### src/rtl/frame_pkg.sv
// Shared frame-memory definitions: {y, x} address layout and the pixel beat format
// used by the frame writers and by binary_frame_reader.
package frame_pkg;

    localparam int ADDR_W = 19;
    localparam int X_W    = 10;
    localparam int Y_W    = 9;

    typedef enum logic [1:0] {IDLE, FETCH, DRAIN, FINISH} reader_state_t;

    typedef struct packed {
        logic           pixel;
        logic [X_W-1:0] x;
        logic [Y_W-1:0] y;
        logic           eol;
        logic           last;
    } pixel_beat_t;

    // Beat metadata that rides along the read-latency pipe ahead of the pixel value.
    typedef struct packed {
        logic [X_W-1:0] x;
        logic [Y_W-1:0] y;
        logic           eol;
        logic           last;
    } beat_tag_t;

    function automatic logic [ADDR_W-1:0] pack_addr(input logic [Y_W-1:0] y,
                                                    input logic [X_W-1:0] x);
        return {y, x};
    endfunction

endpackage

### src/rtl/beat_fifo.sv
// Small synchronous FIFO of pixel beats; any DEPTH >= 2, push and pop may coincide
// when full (pop when empty is ignored).
module beat_fifo
    import frame_pkg::*;
#(
    parameter int DEPTH = 4
) (
    input  logic        clk,
    input  logic        reset,
    input  logic        push,
    input  pixel_beat_t push_data,
    input  logic        pop,
    output pixel_beat_t pop_data,
    output logic        empty,
    output logic        full
);
    localparam int PW = $clog2(DEPTH);
    localparam int CW = $clog2(DEPTH + 1);

    pixel_beat_t   mem_q [DEPTH];
    logic [PW-1:0] wr_q, wr_d, rd_q, rd_d;
    logic [CW-1:0] cnt_q, cnt_d;
    logic          do_push, do_pop;

    always_comb begin
        empty   = (cnt_q == '0);
        full    = (cnt_q == CW'(DEPTH));
        do_pop  = pop && !empty;
        do_push = push && (!full || do_pop);
        wr_d    = wr_q;
        rd_d    = rd_q;
        if (do_push) wr_d = (wr_q == PW'(DEPTH - 1)) ? '0 : wr_q + 1'b1;
        if (do_pop)  rd_d = (rd_q == PW'(DEPTH - 1)) ? '0 : rd_q + 1'b1;
        cnt_d   = cnt_q + CW'(do_push) - CW'(do_pop);
    end

    always_ff @(posedge clk or negedge reset) begin
        if (!reset) begin
            wr_q  <= '0;
            rd_q  <= '0;
            cnt_q <= '0;
        end else begin
            wr_q  <= wr_d;
            rd_q  <= rd_d;
            cnt_q <= cnt_d;
        end
    end

    always_ff @(posedge clk) begin
        if (do_push) mem_q[wr_q] <= push_data;
    end

    assign pop_data = mem_q[rd_q];

endmodule

### src/rtl/binary_frame_reader.sv
// Streams a 1-bpp frame from memory in raster order as a valid/ready beat stream,
// using credit-based read issue so the output FIFO can never overflow.
module binary_frame_reader
    import frame_pkg::*;
#(
    parameter int WIDTH        = 640,
    parameter int HEIGHT       = 480,
    parameter int READ_LATENCY = 2
) (
    input  logic              clk,
    input  logic              reset,
    input  logic              start,
    output logic              busy,
    output logic              done,
    output logic [ADDR_W-1:0] read_addr,
    output logic              read_en,
    input  logic              read_data,
    output logic              out_valid,
    input  logic              out_ready,
    output logic              out_pixel,
    output logic [X_W-1:0]    out_x,
    output logic [Y_W-1:0]    out_y,
    output logic              out_eol,
    output logic              out_last
);
    localparam int FIFO_DEPTH = READ_LATENCY + 2;
    localparam int CW         = $clog2(FIFO_DEPTH + 1);

    reader_state_t         state_q, state_d;
    logic [X_W-1:0]        fx_q, fx_d, ix;
    logic [Y_W-1:0]        fy_q, fy_d, iy;
    logic [CW-1:0]         credits_q, credits_d;
    logic                  read_en_q, read_en_d;
    logic [ADDR_W-1:0]     read_addr_q, read_addr_d;
    logic                  busy_q, busy_d, done_q, done_d;
    logic [READ_LATENCY-1:0] vld_q, vld_d;
    logic                  issue, pop, fifo_empty, fifo_full_unused;
    beat_tag_t             tag_q [READ_LATENCY];
    pixel_beat_t           push_beat, head;

    assign pop = out_valid && out_ready;

    always_comb begin
        state_d     = state_q;
        fx_d        = fx_q;
        fy_d        = fy_q;
        busy_d      = busy_q;
        done_d      = 1'b0;
        read_en_d   = 1'b0;
        read_addr_d = read_addr_q;
        issue       = 1'b0;
        ix          = fx_q;
        iy          = fy_q;
        credits_d   = credits_q - CW'(read_en_q) + CW'(pop);
        vld_d[0]    = read_en_q;
        for (int i = 1; i < READ_LATENCY; i++) vld_d[i] = vld_q[i-1];

        case (state_q)
            IDLE: if (start) begin
                issue  = 1'b1;
                ix     = '0;
                iy     = '0;
                busy_d = 1'b1;
            end
            FETCH:  issue = (credits_d != '0);
            DRAIN: if (pop && out_last) begin
                state_d = FINISH;
                busy_d  = 1'b0;
                done_d  = 1'b1;
            end
            FINISH: state_d = IDLE;
            default: state_d = IDLE;
        endcase

        // fx/fy always hold the next coordinate to fetch
        if (issue) begin
            read_en_d   = 1'b1;
            read_addr_d = pack_addr(iy, ix);
            if (ix == X_W'(WIDTH - 1)) begin
                fx_d = '0;
                fy_d = iy + 1'b1;
            end else begin
                fx_d = ix + 1'b1;
                fy_d = iy;
            end
            state_d = (ix == X_W'(WIDTH - 1) && iy == Y_W'(HEIGHT - 1)) ? DRAIN : FETCH;
        end
    end

    always_ff @(posedge clk or negedge reset) begin
        if (!reset) begin
            state_q     <= IDLE;
            fx_q        <= '0;
            fy_q        <= '0;
            credits_q   <= CW'(FIFO_DEPTH);
            read_en_q   <= 1'b0;
            read_addr_q <= '0;
            busy_q      <= 1'b0;
            done_q      <= 1'b0;
            vld_q       <= '0;
        end else begin
            state_q     <= state_d;
            fx_q        <= fx_d;
            fy_q        <= fy_d;
            credits_q   <= credits_d;
            read_en_q   <= read_en_d;
            read_addr_q <= read_addr_d;
            busy_q      <= busy_d;
            done_q      <= done_d;
            vld_q       <= vld_d;
        end
    end

    always_ff @(posedge clk) begin
        tag_q[0] <= '{x:    read_addr_q[X_W-1:0],
                      y:    read_addr_q[ADDR_W-1:X_W],
                      eol:  read_addr_q[X_W-1:0] == X_W'(WIDTH - 1),
                      last: read_addr_q == pack_addr(Y_W'(HEIGHT - 1), X_W'(WIDTH - 1))};
        for (int i = 1; i < READ_LATENCY; i++) tag_q[i] <= tag_q[i-1];
    end

    assign push_beat = '{pixel: read_data,
                         x:     tag_q[READ_LATENCY-1].x,
                         y:     tag_q[READ_LATENCY-1].y,
                         eol:   tag_q[READ_LATENCY-1].eol,
                         last:  tag_q[READ_LATENCY-1].last};

    beat_fifo #(.DEPTH(FIFO_DEPTH)) u_fifo (
        .clk       (clk),
        .reset     (reset),
        .push      (vld_q[READ_LATENCY-1]),
        .push_data (push_beat),
        .pop       (pop),
        .pop_data  (head),
        .empty     (fifo_empty),
        .full      (fifo_full_unused)
    );

    // Payload is masked so every output reads 0 whenever no beat is presented
    assign out_valid = !fifo_empty;
    assign out_pixel = out_valid & head.pixel;
    assign out_x     = out_valid ? head.x : '0;
    assign out_y     = out_valid ? head.y : '0;
    assign out_eol   = out_valid & head.eol;
    assign out_last  = out_valid & head.last;
    assign busy      = busy_q;
    assign done      = done_q;
    assign read_en   = read_en_q;
    assign read_addr = read_addr_q;

endmodule

### config.mk
export PLATFORM = sky130hd
export DESIGN_NAME = binary_frame_reader
export DESIGN_NICKNAME = d
export VERILOG_FILES = /design/src/rtl/frame_pkg.sv /design/src/rtl/beat_fifo.sv /design/src/rtl/binary_frame_reader.sv
export SDC_FILE = /design/constraint.sdc
export NUM_CORES = 1
export LEC_CHECK = 0
export ABC_CLOCK_PERIOD_IN_PS = 9350
export CAP_MARGIN = 20
export CORE_MARGIN = 2
export CORE_UTILIZATION = 51
export DETAILED_ROUTE_END_ITERATION = 10
export PLACE_DENSITY = 0.74
export SYNTH_ARGS = -nofsm -noshare
export SYNTH_HDL_FRONTEND = slang
export SYNTH_SLANG_ARGS = --single-unit
### constraint.sdc
create_clock -name clk -period 9.35 [get_ports clk]
set_input_delay 1.87 -clock clk [delete_from_list [all_inputs] [get_ports clk]]
set_output_delay 1.87 -clock clk [all_outputs]
set_load 0.03 [all_outputs]
# After elaboration in Yosys (flattened, before gate mapping)

Memory sizes are Yosys's and may differ from the RTL's.
Index checks and enable logic that the tools add are counted.

Output and inout port bits: 45
Input port bits: 5
Register bits: 55
RAM bits: 130
Memories: 2

Reduce and logical (&&, ||, !) cells: 15
Equality and inequality tests: 13
Muxes and demuxes: 24
$add $sub $neg: 8
Bitwise operators: 3

Memory list:

| name         | words | width | rd ports | clocked after Yosys merged registers in | wr ports | line                      | text |
|---|---|---|---|---|---|---|---|
| u_fifo.mem_q | 4     | 22    | 1        | 0                                       | 1        | beat_fifo.sv:20           | `pixel_beat_t mem_q [DEPTH];` |
| tag_q        | 2     | 21    | 2        | 0                                       | 2        | binary_frame_reader.sv:38 | `beat_tag_t tag_q [READ_LATENCY];` |

Operator list:

| kind                    | count |
|---|---|
| $mux W10                | 4 |
| $mux W9                 | 4 |
| $eq A10 B10 Y1 const B  | 2 |
| $eq A19 B19 Y1 const B  | 1 |
| $add A10 B1 Y10 const B | 1 |
| $mux W2                 | 5 |
| $add A9 B1 Y9 const B   | 1 |
| $eq A9 B9 Y1 const B    | 1 |
| $eq A2 B2 Y1 const B    | 4 |
| $mux W1                 | 8 |
| $add A3 B1 Y3           | 2 |
| $reduce_bool A3 Y1      | 2 |
| $sub A3 B1 Y3           | 2 |
| $logic_and A1 B1 Y1     | 5 |
| $add A2 B1 Y2 const B   | 2 |
| $ne A2 B2 Y1 const B    | 2 |
| $pmux W1 S2             | 2 |
| $pmux W2 S2             | 1 |
| $and A1 B1 Y1           | 3 |
| $eq A3 B3 Y1 const B    | 1 |
| $logic_not A3 Y1        | 1 |
| $ne A3 B3 Y1 const B    | 1 |
| $reduce_and A3 Y1       | 1 |
| $eq A2 B1 Y1 const B    | 1 |
| 5 further kinds         | 6 |

# Longest topological paths before layout

Depth after elaboration: 8
Mapped depth: 12
Mapped depth without buffers: 11

# Cells and area by module

From an unflattened synthesis, not the netlist that was laid out.

Cell total of the unflattened synthesis: 445
Area, all modules: 6,931.6 µm²

By module, submodules not included:

| module              | seq. area each (µm²) | times used | cells each | area each (µm²) |
|---|---|---|---|---|
| beat_fifo           | 2,817.7              | 1          | 152        | 3,644.7 |
| binary_frame_reader | 2,043.2              | 1          | 293        | 3,286.9 |

# Worst setup path before layout

OpenSTA, ideal clock, no wires.

Path kind: input to register
From: input port start
To: register fy_q[3]
Data required time: 9.272 ns
Cell stages on the path: 11
Setup slack: 5.272 ns
Data arrival time: 4.000 ns
Cell sequence: or3b_2 -> buf_2 -> clkbuf_1 -> nand2_1 -> inv_1 -> ha_1 -> and4_1 -> buf_4 -> nand4_1 -> or4_1 -> a21oi_1

Cells in the longest elaborated chain, start to end: 4

Ends and longest elaborated chain:

| element                | line                       | text |
|---|---|---|
| start: declaration     | binary_frame_reader.sv:12  | `input logic start,` |
| $mux W10               | binary_frame_reader.sv:59  | `IDLE: if (start) begin` |
| $mux W10               | binary_frame_reader.sv:58  | `case (state_q)` |
| named net ix[0]        | binary_frame_reader.sv:30  | `logic [X_W-1:0] fx_q, fx_d, ix;` |
| $eq A10 B10 Y1         | binary_frame_reader.sv:79  | `if (ix == X_W'(WIDTH - 1)) begin` |
| $mux W9                | binary_frame_reader.sv:79  |  |
| end signal: assignment | binary_frame_reader.sv:104 | `fy_q <= fy_d;` |
| end: declaration       | binary_frame_reader.sv:31  | `logic [Y_W-1:0] fy_q, fy_d, iy;` |

The timed path passes the listed nets, and every way through them passes these cells.
A chain may end at the register's enable or synchronous reset.

# Worst setup path after layout

From: input port out_ready
To: register fx_q[6]

Cells in the longest elaborated chain, start to end: 4

Ends and longest elaborated chain:

| element                | line                       | text |
|---|---|---|
| start: declaration     | binary_frame_reader.sv:19  | `input logic out_ready,` |
| $logic_and A1 B1 Y1    | binary_frame_reader.sv:41  | `assign pop = out_valid && out_ready;` |
| $add A3 B1 Y3          | binary_frame_reader.sv:54  | `credits_d = credits_q - CW'(read_en_q) + CW'(pop);` |
| named net credits_d[1] | binary_frame_reader.sv:32  | `logic [CW-1:0] credits_q, credits_d;` |
| $reduce_bool A3 Y1     | binary_frame_reader.sv:65  | `FETCH: issue = (credits_d != '0);` |
| $pmux W1 S2            | binary_frame_reader.sv:58  |  |
| end signal: assignment | binary_frame_reader.sv:93  | `fx_q <= '0;` |
| end signal: assignment | binary_frame_reader.sv:103 | `fx_q <= fx_d;` |
| end: declaration       | binary_frame_reader.sv:30  |  |

The timed path passes the listed nets, and every way through them passes these cells.

==> summary.md <==
| Metric | Value |
|---|---|
| Final wirelength | `12.4 mm` |
| First-pass GRT wire length | `approximately 20 mm` |
| GR Overflow Total | `0` |
| CTS tree | `done` |
| Initial antenna violation count | `0` |
| # DRC | `0` |
| Max-cap violations | `0` |
| Clk sinks | `185` |
| Initial Util | `0.521` |
| DR vias | `3775` |
| GPL Wtd Cong | `0.800` |
| Die height | `120 µm` |
| Post-synth top area cell | `edfxtp_1` |
| Async set-reset flop share out of synthesis | `0.297` |
| Synth area leaders | `edfxtp_1 (38%), dfrtp_1 (20%), dfxtp_1 (12%)` |
| Most common cell after layout, fill and taps aside | `edfxtp_1` |
| Die footprint | `0.0144 mm²` |
| Syn Nets | `470` |
| Clk_skew | `around 0.0095 ns` |
| # nets final | `529` |
| Rows | `42` |
| Tmin final | `5.53 ns` |
| CP most frequent cell | `ha_1` |
| DRT Pass-1 Iters | `4` |
| FMAX | `about 180 MHz` |
| Worst Setup End Kind | `flop` |
| Pin count of the biggest net entering global routing | `56` |
| Clock root cell | `clkbuf_16` |
| Netlist cell types | `a little under 50` |
| CTS Hold Bufs | `0` |
| Post-synth top flop | `edfxtp_1` |
| Routed Antenna Nets | `0` |
| Yosys warnings | `0` |
| Clock share of power | `0.246` |
| Syn_area_per_cell | `between 15 and 20 µm²` |
| # resized after CTS | `0` |
| Crit path max-delay family | `compound AO/OA/AOI/OAI gates` |
| Status | `completed` |
| Lkg Pwr | `~3.2 nW` |
| Crit path buffers/inverters | `3` |
| Share of cells above drive strength 1 | `0.130` |
| TritonCTS Buffers | `17` |
| # Post-CTS Setup Buffers | `0` |
| Max Slew Vio Count | `0` |
| Clock buffer depth | `2` |
| Net Sw Frac | `0.340` |
| Placeable Area | `0.0132 mm²` |
| Placed Cells | `668` |
| Port bufs | `about 50` |
| Ant. Diodes | `0` |
| Non-Filler Instances | `700` |
| Final WS setup | `3.82 ns` |
| Max rail drop VDD | `0.172 mV` |
| Pre-CTS setup slack | `3.42 ns` |
| H-tree levels | `4` |
| Setup TNS | `0 ns` |
| Critical path peak fanout | `33` |
| Synth top area share | `0.384` |
| RSZ-0062 raised after global routing | `false` |
| Comb power frac | `0.361` |
| Most frequent cells in the layout | `edfxtp_1 (88), dfrtp_1 (54), clkdlybuf4s50_1 (48)` |
| Seq pwr share | `0.393` |
| Hold WC Path Type | `reg -> reg` |
| FILL cells | `949` |
| DR iter-0 viols | `339` |
| Psw | `~1.0 mW` |
| Hpwl dp | `7.76 mm` |
| EDFF count, synth | `88` |
| Vias per cell | `5.39` |
| Final hold violations | `0` |
| Worst setup SP type | `primary input` |
| Vias in the first global route | `3830` |
| CP max-delay cell | `a31o_1` |
| Internal power | `roughly 2.0 mW` |
| Critical Path RT | `slightly below 10 ns` |
| Kind of critical path | `in -> reg` |
| Worst Path Arrival | `5.89 ns` |
| Top Ports | `50` |
| Pwr Density | `between 300 and 400 mW/mm²` |
| Area Overhead vs Synth | `19.3%` |
| Setup violators final | `0` |
| Fin crit share | `0.592` |
| Synth Cell Area | `0.00688 mm²` |
| Reg clk slew, reported paths | `0.06 ns` |
| Total power | `3.07 mW` |
| Max incr delay on CP | `just under 0.9 ns` |
| Rel. slew slack | `0.304` |
| GRT Total Usage | `0.188` |
| Post-synthesis sequential area ratio | `0.707` |
| FF+latch count, synth | `185` |
| CP Cell Sequence | `clkdlybuf4s50_1 -> nand2_1 -> ha_1 -> inv_1 -> ha_1 -> fa_1 -> nor2_1 -> a31o_1 -> clkinv_1 -> a31oi_1 -> a41o_1` |
| Die X-Extent | `120 µm` |
| Skew-Pair Late Insertion Delay | `approximately 0.42 ns` |
| Syn Inst Count | `about 450` |
| Wire per inst | `17.8 µm` |
| Worst Tran Pin Value | `1.04 ns` |
==> stage by stage <==
stage               utilization  hold slack, ns  instance area, µm²
detailed placement        0.574           0.313                7570
finish                    0.622           0.325                8200
CTS                       0.622           0.327                8200
global route              0.622           0.331                8200
floorplan                     -           0.310                6880
global placement          0.574           0.310                7570
==> synth_stat cells, drive strengths merged, types with 7 or more instances <==
cell and instances:
mux4 22, dfrtp 54, a22o 10, dfxtp 42
edfxtp 88, nand2 40, and2 30, ha 11
nand3 13, o21ai 19, o31ai 7, inv 21
a21oi 14, clkbuf 11
==> area by class of cell <==
cell class	count	area (µm²)	area share
sequential	185	4860	0.593
timing repair buffer	57	546	0.0665
inverter	22	82.6	0.0101
clock inverter	13	193	0.0235
clock buffer	19	443	0.0540
tap	176	220	0.0268
multi-input combinational	228	1860	0.227
==> registers in the layout, indices dropped and copies added, names as in the netlist, 3 cells and up <==
register and count:
credits_q 3, fx_q 10, fy_q 9, read_addr 19
tag_q 42, u_fifo.cnt_q 3, u_fifo.mem_q 88
==> power groups by stage <==
stage	clock, mW	sequential [mW]	combinational [mW]
detailed placement	0	1.22	1.12
global placement	0	1.20	1.11
global route	0.795	1.23	1.21
floorplan	0	1.21	0.753
finish	0.756	1.21	1.11
CTS	0.767	1.21	1.13
==> cell families (layout without fill, tap and decap cells) <==
group                    count (synthesis)  count (layout)  synth area share
AND/OR/NAND/NOR                        119             119            0.0946
adder cells (fa/ha/maj)                 13              13            0.0258
XOR/XNOR                                 6               6           0.00983
AO/OA/AOI/OAI                           67              67            0.0662
multiplexers                            23              23            0.0737
buffers and inverters                   39             111            0.0227
flip-flops                             185             185             0.707
==> worst paths after layout <==
kind	slack (ns)	endpoint	from	depth (start not counted)
hold reg to reg	0.33	tag_q[0][26]	tag_q[0][5]	0
setup reg to reg	4.53	fx_q[6]	u_fifo.cnt_q[1]	11
min in group asynchronous	1.58	u_fifo.cnt_q[2]	reset	2
setup / recovery	3.82	fx_q[6]	out_ready	11
hold / removal	0.33	tag_q[0][26]	tag_q[0][5]	0
max in group asynchronous	7.29	fx_q[2]	reset	2
==> per-layer routing <==
metal | vias up | wire, µm | track usage
li1 | 1795 | - | -
met2 | 83 | 6530 | 0.331
met3 | 17 | 421 | 0.0433
met4 | 0 | 176 | 0.0625
met5 | - | 0 | 0
met1 | 1880 | 5320 | 0.228
No activity file was read; power rests on OpenSTA's default activity.
==> RTL change (same settings) <==
Encoding of `reader_state_t`: now one-hot (4 bits for 4 states).
--- a/src/rtl/frame_pkg.sv
+++ b/src/rtl/frame_pkg.sv
@@ -6,7 +6,7 @@
     localparam int X_W    = 10;
     localparam int Y_W    = 9;
 
-    typedef enum logic [1:0] {IDLE, FETCH, DRAIN, FINISH} reader_state_t;
+    typedef enum logic [3:0] {IDLE = 4'b0001, FETCH = 4'b0010, DRAIN = 4'b0100, FINISH = 4'b1000} reader_state_t;
 
     typedef struct packed {
         logic           pixel;
Function: same outputs for any inputs over 10 cycles, from zero or initial values and one cycle with reset low; not proved beyond that.
==> RTL change against the unedited design <==
  * Sequential share of layout area rose by 0.13 points
  * First-iteration DRC count increased by 11%
  * Critical endpoint is now out_y[1]
  * Critical path depth is 7 lower
  * Worst hold slack improved by 1.2 ps
  * Design area up 0.84%
  * Sequential cell count grew 2
  * Total power rose by 3.7%
  * Wire length decreased by 3.9%
  * Fmax up 22%
  * Largest power group unchanged
  * Combinational power is 5% higher
  * Setup slack gained 1000 ps
  * Synthesized area grew 1.3%
==> RTL change: results (changes against the unedited design) <==
Cell variety after synth 47 (-4.1%); worst vdd ir 0.1623 mV (-5.7%); wire per inst 16.84 um (-5.3%); relative slew slack 0.4835 (+0.1798); R2R setup slack 5610 ps (+1080 ps); Cells after DPL 677 (+1.3%); Critical Path Start u_fifo.rd_q[0]$_DFFE_PN0P_; gr usage total 0.1773 (-0.01042); Critical Setup Path Class reg -> out; status complete, no violations; Syn Inst Count 468 (+3.5%); clock root cell clkbuf_16; vias in the first global route 3841 (+0.29%); asr flop ratio synth 0.3048 (+0.007516); clock skew after layout 17.95 ps (+8.480 ps); GP Congestion 0.7784 (-2.7%); synth top area cells edfxtp_1 38%, dfrtp_1 20%, dfxtp_1 12%; Vias 3859 (+2.2%); DP Wirelength 7.367 mm (-5.1%); crit path to out_y[1]; first-pass GRT wire length 19.80 mm (-1.9%); CTS Hold Buffers Added 0 (unchanged); DR iter-0 viols 375 (+11%); HP Start tag_q[0][3]$_DFF_P_; via/cell ratio 5.435 (+0.79%); nets@finish 539 (+1.9%); fillers 941 (-0.84%); top cells by count, synth 88 x edfxtp_1, 55 x dfrtp_1, 52 x nand2_1; register area share after synthesis 0.7056 (-0.001399); RR Endpoint fy_q[1]$_DFFE_PN0P_; Worst EP arrival 2660 ps (-3230 ps)
-- RTL change: worst min path at each step --
stage / endpoint / cells past startpoint
6_report: tag_q[0][24]$_DFF_P_ / 0
5_1_grt: tag_q[0][21]$_DFF_P_ / 0
4_1_cts: tag_q[0][31]$_DFF_P_ / 0
3_5_place_dp: tag_q[0][31]$_DFF_P_ / 0
3_3_place_gp: tag_q[0][24]$_DFF_P_ / 0
2_1_floorplan: tag_q[0][21]$_DFF_P_ / 0
-- RTL change: metal layers --
metal	vias to the layer above	wire length, um	global-route usage
met3	11	359	0.03538
li1	1817	-	-
met1	1956	5258	0.2322
met5	-	0	0
met2	75	6239	0.2981
met4	0	100	0.05887
-- RTL change: layout make-up --
cell class	count	area, um2	area share
clock inverters	14	183.9	0.02224
well taps	176	220.2	0.02662
repair buffers	59	580.6	0.07019
clock buffers	18	429.2	0.05188
flip-flops and latches	187	4912	0.5939
multi-input cells	242	1893	0.2289
inverters	14	52.55	0.006353
-- RTL change: report_power, final --
part,total (mW),switching [mW],internal (mW)
logic,1.16,0.657,0.501
registers,1.30,0.131,1.16
clock network,0.733,0.306,0.427
-- RTL change: through the flow --
step | total power, mW | hold slack, ps | instance area [um2] | worst slack (ps)
4_1_cts | 3.204 | 324.8 | 8244 | 4625
5_1_grt | 3.360 | 330.3 | 8272 | 4649
3_3_place_gp | 2.430 | 310.4 | 7631 | 4451
2_1_floorplan | 2.071 | 309.6 | 6962 | 5293
3_5_place_dp | 2.467 | 312.1 | 7631 | 4391
6_report | 3.186 | 326.5 | 8272 | 4819
-- RTL change: worst max-delay path: stages (launching register included) --
cell and delay, ps:
dfrtp_1 450, buf_4 430, mux4_2 570, and2_1 180, clkdlybuf4s50_1 590
-- RTL change: cell families (layout without fill, tap and decap cells) --
family                     after synthesis  after routing  synth area share
muxes                                   28             28           0.08016
and+or+nand+nor                        142            142            0.1114
DFF                                    187            187            0.7056
AOI/OAI and AO/OA                       53             53           0.04439
xor gates and xnor gates                 6              6          0.009705
buffers and inverters                   39            105           0.02318
adders and majority gates               13             13           0.02552
